--- src/rtl/mem_arbiter_pkg.sv ---
// mem_arbiter_pkg: shared state/port encodings and default widths for the line-memory arbiter
package mem_arb_pkg;
  localparam int DEF_ADDR_W = 28;
  localparam int DEF_DATA_W = 128;
  typedef enum logic {IDLE = 1'b0, BUSY = 1'b1} state_t;
  typedef enum logic {PORT_I = 1'b0, PORT_D = 1'b1} port_t;
endpackage

--- src/rtl/mem_arbiter_if.sv ---
// mem_arbiter_if: one line-memory port; master issues commands, slave returns data and ready
interface mem_arbiter_if #(
  parameter int ADDR_W = mem_arb_pkg::DEF_ADDR_W,
  parameter int DATA_W = mem_arb_pkg::DEF_DATA_W
);
  logic              read;
  logic              write;
  logic [ADDR_W-1:0] addr;
  logic [DATA_W-1:0] wdata;
  logic [DATA_W-1:0] rdata;
  logic              ready;
  modport master (output read, write, addr, wdata, input rdata, ready);
  modport slave  (input read, write, addr, wdata, output rdata, ready);
endinterface

--- src/rtl/mem_arbiter_rr_arb2.sv ---
// rr_arb2: combinational two-request picker; ties go to D when fixed, else to the port not served last
module rr_arb2 import mem_arb_pkg::*; (
  input  logic [1:0] req,
  input  port_t      last,
  input  logic       fixed,
  output port_t      gnt,
  output logic       any
);
  assign any = |req;
  assign gnt = (&req) ? ((fixed || last == PORT_I) ? PORT_D : PORT_I)
                      : (req[PORT_D] ? PORT_D : PORT_I);
endmodule

--- src/rtl/mem_arbiter.sv ---
// mem_arbiter: shares one line memory between I- and D-cache, registering the granted command.
// Define ARB_FIXED_PRIO_EN for D-cache fixed priority instead of round-robin.
module mem_arbiter import mem_arb_pkg::*; #(
  parameter int ADDR_W = DEF_ADDR_W,
  parameter int DATA_W = DEF_DATA_W
) (
  input logic           clk,
  input logic           rst_n,
  mem_arbiter_if.slave  icache,
  mem_arbiter_if.slave  dcache,
  mem_arbiter_if.master mem
);
`ifdef ARB_FIXED_PRIO_EN
  localparam logic FIXED = 1'b1;
`else
  localparam logic FIXED = 1'b0;
`endif
  state_t            state, state_nx;
  port_t             win, rr_last, gnt;
  logic              any, op_wr, done;
  logic [1:0]        req;
  logic [ADDR_W-1:0] addr_q;
  logic [DATA_W-1:0] wdata_q;
  assign req  = {dcache.read | dcache.write, icache.read | icache.write};
  assign done = state == BUSY && mem.ready;
  rr_arb2 u_arb (.req(req), .last(rr_last), .fixed(FIXED), .gnt(gnt), .any(any));
  always_ff @(posedge clk or negedge rst_n)
    if (!rst_n) state <= IDLE;
    else state <= state_nx;
  always_comb begin
    state_nx = state;
    state_nx = state == IDLE ? (any ? BUSY : IDLE) : (mem.ready ? IDLE : BUSY);
  end
  // Command is captured once at grant so mem_* stay stable for the whole transaction
  always_ff @(posedge clk or negedge rst_n)
    if (!rst_n) begin
      win     <= PORT_I;
      rr_last <= PORT_I;
      op_wr   <= 1'b0;
      addr_q  <= '0;
      wdata_q <= '0;
    end else begin
      if (state == IDLE && any) begin
        win     <= gnt;
        op_wr   <= gnt == PORT_D ? dcache.write : icache.write;
        addr_q  <= gnt == PORT_D ? dcache.addr : icache.addr;
        wdata_q <= gnt == PORT_D ? dcache.wdata : icache.wdata;
      end
      if (done) rr_last <= win;
    end
  assign mem.read     = state == BUSY && !op_wr;
  assign mem.write    = state == BUSY && op_wr;
  assign mem.addr     = addr_q;
  assign mem.wdata    = wdata_q;
  assign icache.ready = done && win == PORT_I;
  assign dcache.ready = done && win == PORT_D;
  assign icache.rdata = mem.rdata;
  assign dcache.rdata = mem.rdata;
endmodule

--- src/flat_wrapper.sv ---
// flat-port wrapper written by rule: the top's interface ports become plain ports
module mem_arbiter_flat import mem_arb_pkg::*;
#(
  parameter int ADDR_W = DEF_ADDR_W,
  parameter int DATA_W = DEF_DATA_W
)
  (clk, rst_n, icache_read, icache_write, icache_addr, icache_wdata, icache_rdata, icache_ready, dcache_read, dcache_write, dcache_addr, dcache_wdata, dcache_rdata, dcache_ready, mem_read, mem_write, mem_addr, mem_wdata, mem_rdata, mem_ready);
  mem_arbiter_if #(.ADDR_W(ADDR_W), .DATA_W(DATA_W)) icache_i ();
  mem_arbiter_if #(.ADDR_W(ADDR_W), .DATA_W(DATA_W)) dcache_i ();
  mem_arbiter_if #(.ADDR_W(ADDR_W), .DATA_W(DATA_W)) mem_i ();
  input logic clk;
  input logic rst_n;
  input wire logic [$bits(icache_i.read)-1:0] icache_read;
  input wire logic [$bits(icache_i.write)-1:0] icache_write;
  input wire logic [$bits(icache_i.addr)-1:0] icache_addr;
  input wire logic [$bits(icache_i.wdata)-1:0] icache_wdata;
  output wire logic [$bits(icache_i.rdata)-1:0] icache_rdata;
  output wire logic [$bits(icache_i.ready)-1:0] icache_ready;
  input wire logic [$bits(dcache_i.read)-1:0] dcache_read;
  input wire logic [$bits(dcache_i.write)-1:0] dcache_write;
  input wire logic [$bits(dcache_i.addr)-1:0] dcache_addr;
  input wire logic [$bits(dcache_i.wdata)-1:0] dcache_wdata;
  output wire logic [$bits(dcache_i.rdata)-1:0] dcache_rdata;
  output wire logic [$bits(dcache_i.ready)-1:0] dcache_ready;
  output wire logic [$bits(mem_i.read)-1:0] mem_read;
  output wire logic [$bits(mem_i.write)-1:0] mem_write;
  output wire logic [$bits(mem_i.addr)-1:0] mem_addr;
  output wire logic [$bits(mem_i.wdata)-1:0] mem_wdata;
  input wire logic [$bits(mem_i.rdata)-1:0] mem_rdata;
  input wire logic [$bits(mem_i.ready)-1:0] mem_ready;
  assign icache_i.read = icache_read;
  assign icache_i.write = icache_write;
  assign icache_i.addr = icache_addr;
  assign icache_i.wdata = icache_wdata;
  assign icache_rdata = icache_i.rdata;
  assign icache_ready = icache_i.ready;
  assign dcache_i.read = dcache_read;
  assign dcache_i.write = dcache_write;
  assign dcache_i.addr = dcache_addr;
  assign dcache_i.wdata = dcache_wdata;
  assign dcache_rdata = dcache_i.rdata;
  assign dcache_ready = dcache_i.ready;
  assign mem_read = mem_i.read;
  assign mem_write = mem_i.write;
  assign mem_addr = mem_i.addr;
  assign mem_wdata = mem_i.wdata;
  assign mem_i.rdata = mem_rdata;
  assign mem_i.ready = mem_ready;
  mem_arbiter #(.ADDR_W(ADDR_W), .DATA_W(DATA_W)) u_core (.clk(clk), .rst_n(rst_n), .icache(icache_i), .dcache(dcache_i), .mem(mem_i));
endmodule
--- config.mk ---
export PLATFORM = sky130hd
export DESIGN_NAME = mem_arbiter_flat
export DESIGN_NICKNAME = d
export VERILOG_FILES = /design/src/rtl/mem_arbiter_pkg.sv /design/src/rtl/mem_arbiter_if.sv /design/src/rtl/mem_arbiter_rr_arb2.sv /design/src/rtl/mem_arbiter.sv /design/src/flat_wrapper.sv
export SDC_FILE = /design/constraint.sdc
export NUM_CORES = 1
export LEC_CHECK = 0
export ABC_AREA = 0
export CAP_MARGIN = 5
export CORE_AREA = 2 2 338 340
export CTS_CLUSTER_DIAMETER = 150
export DETAILED_ROUTE_END_ITERATION = 6
export DIE_AREA = 0 0 340 342
export PLACE_DENSITY_LB_ADDON = 0.25
export SYNTH_ARGS = -nofsm -noshare
export SYNTH_HDL_FRONTEND = slang
export SYNTH_SLANG_ARGS = --single-unit
--- constraint.sdc ---
create_clock -name clk -period 2 [get_ports clk]
set_input_delay 0.4 -clock clk [delete_from_list [all_inputs] [get_ports clk]]
set_output_delay 0.4 -clock clk [all_outputs]
set_load 0.02 [all_outputs]
# Yosys cells after proc, flatten, opt, wreduce, memory -nomap -nowiden
# Cells that the tools add are included.
# totals
output_inout_bits	416
ff_bits	160
elab_cells	28
input_bits	447
# classes
n_mux	9
reduce_logical	9
n_bitwise	4
# ops
op	count
2-to-1 mux 128 bit	1
2-to-1 mux 28 bit	1
2-to-1 mux 1 bit	7
logical AND 1 bit	6
inverter 1 bit	2
bitwise OR 1 bit	2
AND reduction 2 bit	1
OR reduction 2 bit	1
zero test 1 bit	1

# Longest topological paths before layout
# Gate-level depths: netlist of run 1.
# depth
ltp_word	4
depth_mapped	6

# Hierarchy
# From an unflattened synthesis of run 1, not the netlist that was laid out.
# hier_totals
cells_unflattened	784
area_unflattened_um2	10397.5
# by_module_without_submodules
mod	area_each_um2	cells_per_inst	seq_area_each_um2	instances
mem_arbiter	10377.5	780	4003.8	1
rr_arb2	20.0	4	0.0	1

# Worst setup path after synthesis of run 1
# Ideal clock, no wire load.
# synth_path
path_kind	register -> output
startpoint	reg u_core.state
endpoint	out mem_read
stages_incl_launch_ff	4
path_slack_ns	0.323
arrival_time_ns	1.277
required_ns	1.600
cell_sequence	dfrtp_1 > clkbuf_1 > clkbuf_1 > nor2b_1
# synth_between
elab_chain_len	1
# synth_rtl
element	line	text
start: declaration	mem_arbiter.sv:18	state_t state, state_nx;
start signal: assignment	mem_arbiter.sv:29	else state <= state_nx;
logical AND 1 bit	mem_arbiter.sv:51	assign mem.read = state == BUSY && !op_wr;
end: declaration	flat_wrapper.sv:25	output wire logic [$bits(mem_i.read)-1:0] mem_read;
# Every way passes these cells.

# Final worst setup path of run 1
# layout_path
startpoint	in icache_read
endpoint	reg u_core.wdata_q[14] (netlist: u_core.mem.wdata[14])
# layout_between
elab_chain_len	4
word_cells_on_any_way	6
classes_between	mux (2); bitwise (1); reduce/logical (3)
# layout_rtl
element	line	text
start: declaration	flat_wrapper.sv:13	input wire logic [$bits(icache_i.read)-1:0] icache_read;
bitwise OR 1 bit *	mem_arbiter.sv:24	assign req = {dcache.read | dcache.write, icache.read | icache.write};
AND reduction 2 bit	mem_arbiter_rr_arb2.sv:10	assign gnt = (&req) ? ((fixed || last == PORT_I) ? PORT_D : PORT_I)
2-to-1 mux 1 bit	mem_arbiter_rr_arb2.sv:10	
2-to-1 mux 128 bit	mem_arbiter.sv:47	wdata_q <= gnt == PORT_D ? dcache.wdata : icache.wdata;
end signal: assignment	mem_arbiter.sv:47	
end: declaration	mem_arbiter.sv:23	logic [DATA_W-1:0] wdata_q;
# Every way passes the cells marked *; elsewhere a longest branch is shown, timed or not.
# A chain may end at the register's enable or synchronous reset.

==> run summary, run 1 <==
Grt total ovfl = 0
Net Sw Power = 5.38 mW
Initial antenna violation count = 20
Reg power frac = 0.318
Setup violations, final = 0
Leak Pwr = 5.74 nW
Required @ worst endpoint = 2350 ps
Yosys warnings = 0
Worst Clk Skew = 23.9 ps
Syn avg cell area = 9.82 µm²
Synth Instances = 1027
Post-route antenna net violation count = 0
First-pass GRT wire length = 95900 µm
Mux share of post-synthesis cell area = 0.000993
Worst-Skew Late Latency = 490 ps
CTS clk-pin slew, worst paths = 70 ps
Nets = 1719
Pre-CTS setup slack = -678 ps
Commonest cells after routing, fill and taps aside = clkdlybuf4s50_1 (450), dfrtp_1 (159), o21ai_0 (156), a2bb2oi_1 (156), a311oi_1 (153)
Syn nets = 1474
Combinational power share = 0.437
Synth Area in Compound Gates = 0.354
Wire per inst = 25.8 µm
Clock Power Share = 0.245
Die W = 340 µm
Largest family of logic cells by synthesized area = compound AO/OA/AOI/OAI gates
Worst min path class = in2async
# port buffers = 478
VDD IR max = 0.349 mV
Post-route cell area = 16300 µm²
PwrDens = 861 nW/µm²
Initial core utilization = 0.0892
Period Utilization, post-route = 0.991
Final WL = 72100 µm
Post-detail-place hpwl = 58100 µm
RSZ-0062 raised after global routing = no
Vias in the first global route = 10600
Top Ports = 863
Fmax = 0.504 GHz
CP Launch Type = primary input
Switching portion of total power = 0.383
Final Wtd Congestion = 0.832
CP max FO = 29
Total number of vias = 9802
Post-Synth Simple-Gate Area = 0.00831
Max-slew violations = 0
Most common cell after layout, fill and taps aside = clkdlybuf4s50_1
Drt via density = 3.50
Final std cells w/o fill = 2800
Max-slew headroom = 0.552
CTS H-Tree Depth = 4
Tmin final = 1980 ps
Slew at the pin with the worst max-slew slack = 672 ps
Rows = 124
Filler cells = 12700
Synthesized cell area = 10100 µm²
Synth cell types = 25
Cell count after placement = 2757
DP Area = 15600 µm²
CTS tree = yes
First DRT Iteration DRCs = 545
Root Buffer = clkbuf_16
Final worst setup slack = 17.4 ps
Longest Clk Path Bufs = 2
Worst setup EP type = flop
Status = completed
DRC = 0
Adder-cell share of the synthesized area = 0
Sink Count = 160
Largest net degree at the start of global routing = 109
Post-synthesis sequential area ratio = 0.397
CTS buffer count = 17
Area of the multi-input gates = 3720 µm²
FF+latch count, synth = 160
Internal power = 8.68 mW
Crit Path Class = in2reg
Max-cap violations = 0
Final Hold Viols = 0
Post-synthesis xor/xnor area fraction = 0
Core ar. = 113000 µm²
Initial DRT Pass Iterations = 5
WHS = 344 ps
All-Layer GR Usage = 0.120
Share of layout cells above drive strength 1 = 0.137
DIE AREA = 116000 µm²
Area Overhead vs Synth = 62.0%
CP arrival = 2330 ps
Reg area = 4010 µm²
Die H = 342 µm
cells in the mapped netlist:
cell       number  area (µm²)
mux2i_1         1        10.0
nor4b_1         1        8.76
and3_1          1        6.26
a2bb2oi_1     156        1370
or2_2           1        6.26
inv_1           1        3.75
or2_1           1        6.26
a311oi_1      156        1370
a21o_1          1        7.51
o21ai_1         1        5.00
buf_1           7        26.3
and2_1          1        6.26
o21a_1          1        7.51
buf_4         256        1920
o21ai_0       156         781
o21bai_1        1        7.51
nor2b_1         1        6.26
o2bb2ai_1       1        8.76
a211oi_1        2        15.0
nand2_1         3        11.3
nor2_1          3        11.3
buf_2          33         165
clkbuf_1       81         304
dfrtp_1       160        4000
nor4_4          1        21.3
routing by layer:
metal	up-vias	global-route usage	share of wire
met5	-	0.00531	0.0032
met2	689	0.213	0.51
li1	4199	-	-
met3	97	0.0707	0.13
met1	4791	0.114	0.33
met4	26	0.0414	0.030
repair_timing:
| item | 4_1_cts | 5_1_grt |
|---|---|---|
| endpoints found under the hold margin | 12 | 0 |
| hold buffers | 1 | 0 |
| resized for setup | 27 | 9 |
| endpoints found under the setup margin | 20 | 9 |
| buffers inserted | 5 | 0 |
| gates cloned | 2 | 0 |
through the flow:
stage,power (mW),util,TNS (ps)
2_1_floorplan,7.77,-,0
3_3_place_gp,10.7,0.138,-53020
3_5_place_dp,10.7,0.138,-56150
4_1_cts,14.4,0.144,-56.5
5_1_grt,14.8,0.144,0
6_report,14.1,0.144,0
flip-flops by register name, indices dropped and copies added (netlist names):
signal	count
u_core.win	1
u_core.op_wr	1
u_core.mem.wdata	128
u_core.rr_last	1
u_core.state	1
u_core.mem.addr	28
final timing paths:
check                                     start                     to  slack [ps]  cells past startpoint
setup / recovery                    icache_read   u_core.mem.wdata[14]          20                      7
hold / removal                            rst_n   u_core.mem.wdata[15]         340                      2
setup reg to reg                   u_core.state  u_core.mem.wdata[125]         120                      5
hold reg to reg            u_core.mem.wdata[55]   u_core.mem.wdata[55]         550                      1
max in group asynchronous                 rst_n           u_core.state        1010                      3
min in group clk               icache_wdata[80]   u_core.mem.wdata[80]         460                      3
kinds of logic after synthesis:
logic type | after synthesis
muxes | 1
DFF | 160
buffers and inverters | 378
and+or+nand+nor | 13
AOI/OAI and AO/OA | 475
power by group through the flow:
stage / Clock, mW / Combinational (mW) / Sequential, mW
after floorplan: 0 / 2.43 / 5.34
after global placement: 0 / 6.22 / 4.53
after detailed placement: 0 / 6.22 / 4.51
after CTS: 3.66 / 6.27 / 4.48
after global routing: 3.75 / 6.53 / 4.56
final: 3.45 / 6.14 / 4.47
final cells by class:
type                    count  area share
diodes                      3    0.000460
inverters                   1    0.000230
well taps                1512       0.116
repair buffers            603       0.376
flip-flops and latches    160       0.245
clock buffers              18      0.0263
clock inverters            14     0.00751
multi-input cells         489       0.228
critical path, cell delays in order:
cell and delay [ps]:
clkdlybuf4s50_1 650, buf_4 210, o21ai_4 80, buf_12 180, buf_4 210, a311oi_1 410
a2bb2oi_1 110
Note: power is estimated with default switching activity, not from simulation.
==> run 2: changes to the inputs <==
--- a/config.mk
+++ b/config.mk
@@ -9,6 +9,7 @@
 export CAP_MARGIN = 5
 export CORE_AREA = 2 2 338 340
 export CTS_CLUSTER_DIAMETER = 150
+export CTS_CLUSTER_SIZE = 10
 export DETAILED_ROUTE_END_ITERATION = 6
 export DIE_AREA = 0 0 340 342
 export PLACE_DENSITY_LB_ADDON = 0.25
==> results of run 2 <==
No change in the layout: final DEF, timing and power equal those of run 1.
